--- src/rtl/gnrl_pipe_skid.sv ---
// Two-entry valid/ready pipeline slice with skid buffer; registered data and ready paths.
// Optional synchronous flush port enabled by defining GNRL_PIPE_SKID_FLUSH_EN.
module gnrl_pipe_skid #(
  parameter int unsigned DW = 32
) (
  input  logic          clk,
  input  logic          rstn,
`ifdef GNRL_PIPE_SKID_FLUSH_EN
  input  logic          flush,
`endif
  input  logic          i_vld,
  output logic          i_rdy,
  input  logic [DW-1:0] i_dat,
  output logic          o_vld,
  input  logic          o_rdy,
  output logic [DW-1:0] o_dat,
  output logic [1:0]    o_cnt
);

  typedef enum logic [1:0] {
    EMPTY = 2'd0,
    ONE   = 2'd1,
    TWO   = 2'd2
  } state_t;

  state_t        state, state_nxt;
  logic [DW-1:0] main_q, skid_q;
  logic          in_fire, out_fire;
  logic          load_main, main_from_skid, load_skid;
  logic          flush_int;

`ifdef GNRL_PIPE_SKID_FLUSH_EN
  assign flush_int = flush;
`else
  assign flush_int = 1'b0;
`endif

  // Handshake outputs decode the state register only, so no combinational path crosses the slice.
  assign i_rdy    = (state != TWO);
  assign o_vld    = (state != EMPTY);
  assign o_cnt    = state;
  assign o_dat    = main_q;
  assign in_fire  = i_vld & i_rdy;
  assign out_fire = o_vld & o_rdy;

  always_comb begin
    state_nxt      = state;
    load_main      = 1'b0;
    main_from_skid = 1'b0;
    load_skid      = 1'b0;
    case (state)
      EMPTY: begin
        if (in_fire) begin
          state_nxt = ONE;
          load_main = 1'b1;
        end
      end
      ONE: begin
        case ({in_fire, out_fire})
          2'b11: load_main = 1'b1;
          2'b10: begin
            state_nxt = TWO;
            load_skid = 1'b1;
          end
          2'b01: state_nxt = EMPTY;
          default: ;
        endcase
      end
      TWO: begin
        if (out_fire) begin
          state_nxt      = ONE;
          load_main      = 1'b1;
          main_from_skid = 1'b1;
        end
      end
      default: state_nxt = EMPTY;
    endcase
    // Flush drops the state and any transfer this cycle; data registers keep their contents.
    if (flush_int) begin
      state_nxt = EMPTY;
      load_main = 1'b0;
      load_skid = 1'b0;
    end
  end

  always_ff @(posedge clk or negedge rstn) begin
    if (!rstn) begin
      state <= EMPTY;
    end else begin
      state <= state_nxt;
    end
  end

  always_ff @(posedge clk or negedge rstn) begin
    if (!rstn) begin
      main_q <= '0;
      skid_q <= '0;
    end else begin
      if (load_main) main_q <= main_from_skid ? skid_q : i_dat;
      if (load_skid) skid_q <= i_dat;
    end
  end

endmodule

--- config.mk ---
export PLATFORM = sky130hd
export DESIGN_NAME = gnrl_pipe_skid
export DESIGN_NICKNAME = d
export VERILOG_FILES = /design/src/rtl/gnrl_pipe_skid.sv
export SDC_FILE = /design/constraint.sdc
export NUM_CORES = 1
export LEC_CHECK = 0
export CAP_MARGIN = 10
export CORE_MARGIN = 2
export CORE_UTILIZATION = 49
export CTS_CLUSTER_SIZE = 16
export DETAILED_ROUTE_END_ITERATION = 6
export GPL_ROUTABILITY_DRIVEN = 0
export PLACE_DENSITY = 0.79
export SKIP_LAST_GASP = 1
export SYNTH_ARGS = -nofsm -noshare
export SYNTH_HDL_FRONTEND = slang
export SYNTH_SLANG_ARGS = --single-unit
--- constraint.sdc ---
create_clock -name clk -period 2.1 [get_ports clk]
set_input_delay 0.42 -clock clk [delete_from_list [all_inputs] [get_ports clk]]
set_output_delay 0.42 -clock clk [all_outputs]
set_load 0.05 [all_outputs]
# Yosys cells after proc, flatten, opt, wreduce, memory -nomap -nowiden
# Cells that the tools add are included.
# totals
register_bits	66
in_bits	36
output_inout_bits	36
word_cells	29
# op_classes
n_eq_ne	9
mux	12
bitwise_logic	2
n_reduce_logical	3
# op_table
cell	n
$mux W32	1
$eq A2 B2 Y1 const B	3
$mux W1	6
$ne A2 B2 Y1 const B	3
$pmux W2 S3	1
$eq A2 B1 Y1 const B	2
$mux W2	2
$pmux W2 S2	1
$ne A3 B2 Y1 const B	1
$pmux W1 S3	1
$reduce_and A3 Y1	1
$and A1 B1 Y1	2
$logic_not A2 Y1	1
$reduce_bool A2 Y1	1

# Depth between registers and ports, before layout
# Gate-level depths: netlist of the first run.
# depth
depth_word	5
mapped_depth	5
mapped_depth_nobuf	3

# Worst setup path after synthesis of the first run
# Ideal clock, no wire load.
# synth_timing
path_type	register to register
from	register state[0], in the netlist o_cnt[0]
to	register main_q[1], in the netlist o_dat[1]
setup_ns	0.125
t_arrival_ns	1.753
t_required_ns	1.975
slack_ns	0.222
stages_incl_launch_ff	6
n_path_buf	2
period_less_slack_ns	1.878
path_cell_list	dfrtp_1 > nand3b_1 > buf_6 > buf_6 > mux2_4 > mux2_4
# synth_via
elab_chain_len	5
word_cells_on_any_way	14
classes_between	eq/ne: 4; mux: 6; bitwise: 2; reduce/logical: 2
# synth_lines
element	line	text
start, declared	26	state_t state, state_nxt;
start signal, assigned	90	state <= state_nxt;
$ne A2 B2 Y1 / $reduce_bool A2 Y1 (equally long branches)	39, 40	
$and A1 B1 Y1 (on tied branches)	43, 44	
$eq A2 B2 Y1 / $mux W1 (equally long branches)	59, 70	
$mux W1 (on tied branches)	59, 51	
$pmux W1 S3 / $mux W32 (equally long branches)	51, 99	
end signal, assigned	99	if (load_main) main_q <= main_from_skid ? skid_q : i_dat;
end, declared	27	logic [DW-1:0] main_q, skid_q;
# Several ways; a longest one is shown, not always the timed one.
# A chain may end at the register's enable or synchronous reset.

# Worst setup path in the final report of the first run
# layout_timing
from	register state[1], in the netlist o_cnt[1]
to	output port o_vld
# layout_via
elab_chain_len	1
# layout_lines
element	line	text
$reduce_bool A2 Y1	40	assign o_vld = (state != EMPTY);
end, declared	14	output logic o_vld,
# No other way between the ends.

==> results.py, run 1 <==
metrics = {
    "status": {
        "status": "finished, final reports clean",
    },
    "yosys": {
        "synth_top_family_by_area": "multiplexers",
        "synth.lib_cells_used.distinct": 22,
        "synth_compound_area_share_pct": 2.72,
        "synthTopCellsByCount": "66 x dfrtp_1, 65 x mux2_2, 20 x mux2_4",
        "synth_top_flop_cell": "dfrtp_1",
        "avgSynthCellArea_sq_um": 15.5,
        "synth-edff-count": 0,
        "netlist_instances": 190,
        "synthAdderAreaFrac_pct": 0,
        "synth_xor_area_share_pct": 0,
        "async_reset_ff_share_pct": 100,
        "yosys_register_bits": 66,
        "post-synth-top-count-cell": "dfrtp_1",
        "yosys.area_share.simple_pct": 2.21,
        "synthMuxAreaShare_pct": 36.5,
        "netlist_area_sq_um": 2950,
        "yosys_warnings": 0,
        "synth_area_leader_cell": "dfrtp_1",
        "synth_nets": 226,
        "synth.top_cell.area_share_pct": 56.0,
        "synth-seq-area-share_pct": 56.0,
        "ys_top_cells_by_area": "dfrtp_1 56%, mux2_2 25%, mux2_4 10%",
    },
    "setup_path": {
        "slowest_stage": "dfrtp_1",
        "r2r_setup_slack_ps": 400,
        "cp.arrival_ps": 1550,
        "critPathMaxStageDelay_ps": 460,
        "rr_worst_depth": 5,
        "worst-path-buf-inv": 1,
        "critPathTopFamily": "flip-flops",
        "r2r-end": "o_dat[27]",
        "critical_path_class": "reg2out",
        "cp-end-kind": "output port",
        "regToRegStartpoint": "o_cnt[0]",
        "crit_path_cell_trace": "or2_2 -> dlygate4sd2_1",
        "critPathRequiredTime_ps": 1680,
        "path_max_fanout": 9,
        "startpoint_type": "register",
    },
    "finish": {
        "drive_above_1_share_pct": 40.8,
        "area_growth_pct": 37.9,
        "multiInputGateArea_sq_um": 1230,
        "nNetsFinal": 309,
        "fill_cells": 415,
        "final_core_util_pct": 69.5,
        "insertedDiodeCount": 0,
        "fin_cells": 352,
        "ff_latch_area_sq_um": 1650,
    },
    "global_routing": {
        "overflow": 0,
        "antenna_found_initial": 0,
        "grt_pass1_vias": 1856,
        "grt_start_max_net_pins": 37,
        "grt_pass1_wl_microns": 9280,
        "track_usage_pct": 19.0,
    },
    "placed_design": {
        "post-dp-hpwl_microns": 3940,
        "dp_cells": 337,
        "portBuffers": 71,
        "dp_slack_ps": 44.5,
    },
    "route": {
        "drtPass1Iterations": 4,
        "met3WireLength_microns": 210,
        "met2_length_microns": 2970,
        "wire_per_inst_microns": 16.4,
        "routed_wl_microns": 5790,
        "viasPerCell": 5.28,
        "routedLengthMet1_microns": 2520,
        "dr.max_layer_used": "met4",
        "ant_nets": 0,
        "drtIter0Drc": 137,
        "vias": 1860,
        "drcViolationCount": 0,
    },
    "die": {
        "die_area_sq_um": 6650,
        "core_area_sq_um": 5850,
        "start_util_pct": 50.4,
        "ioPinCount": 72,
        "fp.dieW_microns": 81.6,
        "die_h_microns": 81.6,
        "core.rowCount": 28,
    },
    "timing": {
        "finalHoldViolations": 0,
        "drv_slew": 0,
        "period_share_pct": 93.8,
        "clock.fmax_mhz": 508,
        "finClkSkew_ps": 9.43,
        "rsz0062_at_grt": "no",
        "finalSetupViolCount": 0,
        "setup_tns_ps": 0,
        "slew_headroom_pct": 65.6,
        "worstMarginPinSlew_ps": 515,
        "min_period_ps": 1970,
        "layout_setup_ws_ps": 131,
    },
    "pwr": {
        "p_total_w": 0.00516,
        "max-vdd-ir-drop_mv": 0.788,
        "power_density_nw_per_um2": 1270,
        "p_leak_nw": 1.76,
    },
    "cts": {
        "root_buffer": "clkbuf_8",
        "htreeDepth": 3,
        "numCtsBuffers": 9,
        "cts_setup_buffers": 0,
        "clk_pin_slew_worst_paths_ps": 70,
        "cts_tree": "yes",
        "clock_sinks": 66,
        "holdBufCountCts": 0,
        "clockBufferDepth": 2,
        "clk_latency_ps": 330,
    },
    "hold_path": {
        "hold_class": "in2async",
    },
    "run": {
        "cap_violations": 0,
    },
}
-- area by class of cell --
type	count	share of cell area [%]
clock buffers	13	3.91
clock inverters	2	1.48
inverters	4	0.369
multi-input cells	111	30.3
flip-flops and latches	66	40.6
well taps	75	2.31
repair buffers	81	21.0
-- metrics by stage --
stage	area (sq um)	hold slack, ps
5_1_grt	4070	140
3_3_place_gp	3850	467
6_report	4070	115
3_5_place_dp	3850	476
4_1_cts	4060	110
2_1_floorplan	2950	124
-- worst max-delay path by stage --
| stage | endpoint | depth (start not counted) | from | slack (ps) |
|---|---|---|---|---|
| 2_1_floorplan | o_dat[1] | 5 | o_cnt[0] | 220 |
| 3_3_place_gp | o_dat[27] | 6 | o_rdy | 50 |
| 3_5_place_dp | o_dat[27] | 6 | o_rdy | 40 |
| 4_1_cts | o_cnt[0] | 1 | o_cnt[0] | 1 |
| 5_1_grt | o_vld | 2 | o_cnt[1] | 70 |
| 6_report | o_vld | 2 | o_cnt[1] | 130 |
-- registers in the layout (all words and copies together) (netlist names) --
register	cells
o_cnt	2
o_dat	32
skid_q	32
-- per-layer routing --
layer	up-vias	global-route usage (%)
li1	848	-
met1	954	24.6
met2	53	30.2
met3	5	4.84
met4	0	8.64
met5	-	0
-- layout by cell type, fill, tap and decap left out, types with 3 or more instances in the layout --
master	synthesis	layout
inv_1	4	4
clkdlybuf4s50_1	0	66
o21ai_0	4	4
mux2_2	65	65
buf_12	0	6
a32oi_1	4	4
dfrtp_1	66	66
mux2_1	3	3
buf_4	1	5
mux2_4	20	20
clkbuf_8	0	11
-- power breakdown --
group          switching [W]  total, W  internal (W)  leakage, nW
Sequential          0.000249   0.00198       0.00173        0.780
Combinational        0.00110   0.00201      0.000907        0.872
Clock               0.000451   0.00118      0.000729        0.110
Total                0.00180   0.00516       0.00336         1.76
-- cell families (layout without fill, tap and decap cells) --
| family | after synthesis | after routing |
|---|---|---|
| DFF | 66 | 66 |
| muxes | 89 | 89 |
| and+or+nand+nor | 10 | 10 |
| buffers and inverters | 13 | 100 |
| AOI/OAI and AO/OA | 12 | 12 |
-- what timing repair did --
action	in CTS	in global routing
cloned	0	0
resized for setup	2	1
endpoints found under the setup margin	2	1
hold endpoints to repair	0	0
Power figures use the tool's default switching activity.
==> run 2: changes to the inputs <==
--- a/config.mk
+++ b/config.mk
@@ -5,7 +5,7 @@
 export SDC_FILE = /design/constraint.sdc
 export NUM_CORES = 1
 export LEC_CHECK = 0
-export CAP_MARGIN = 10
+export CAP_MARGIN = 20
 export CORE_MARGIN = 2
 export CORE_UTILIZATION = 49
 export CTS_CLUSTER_SIZE = 16
==> results of run 2 <==
Same layout as run 1: the final DEF is identical, and so are final timing and power.
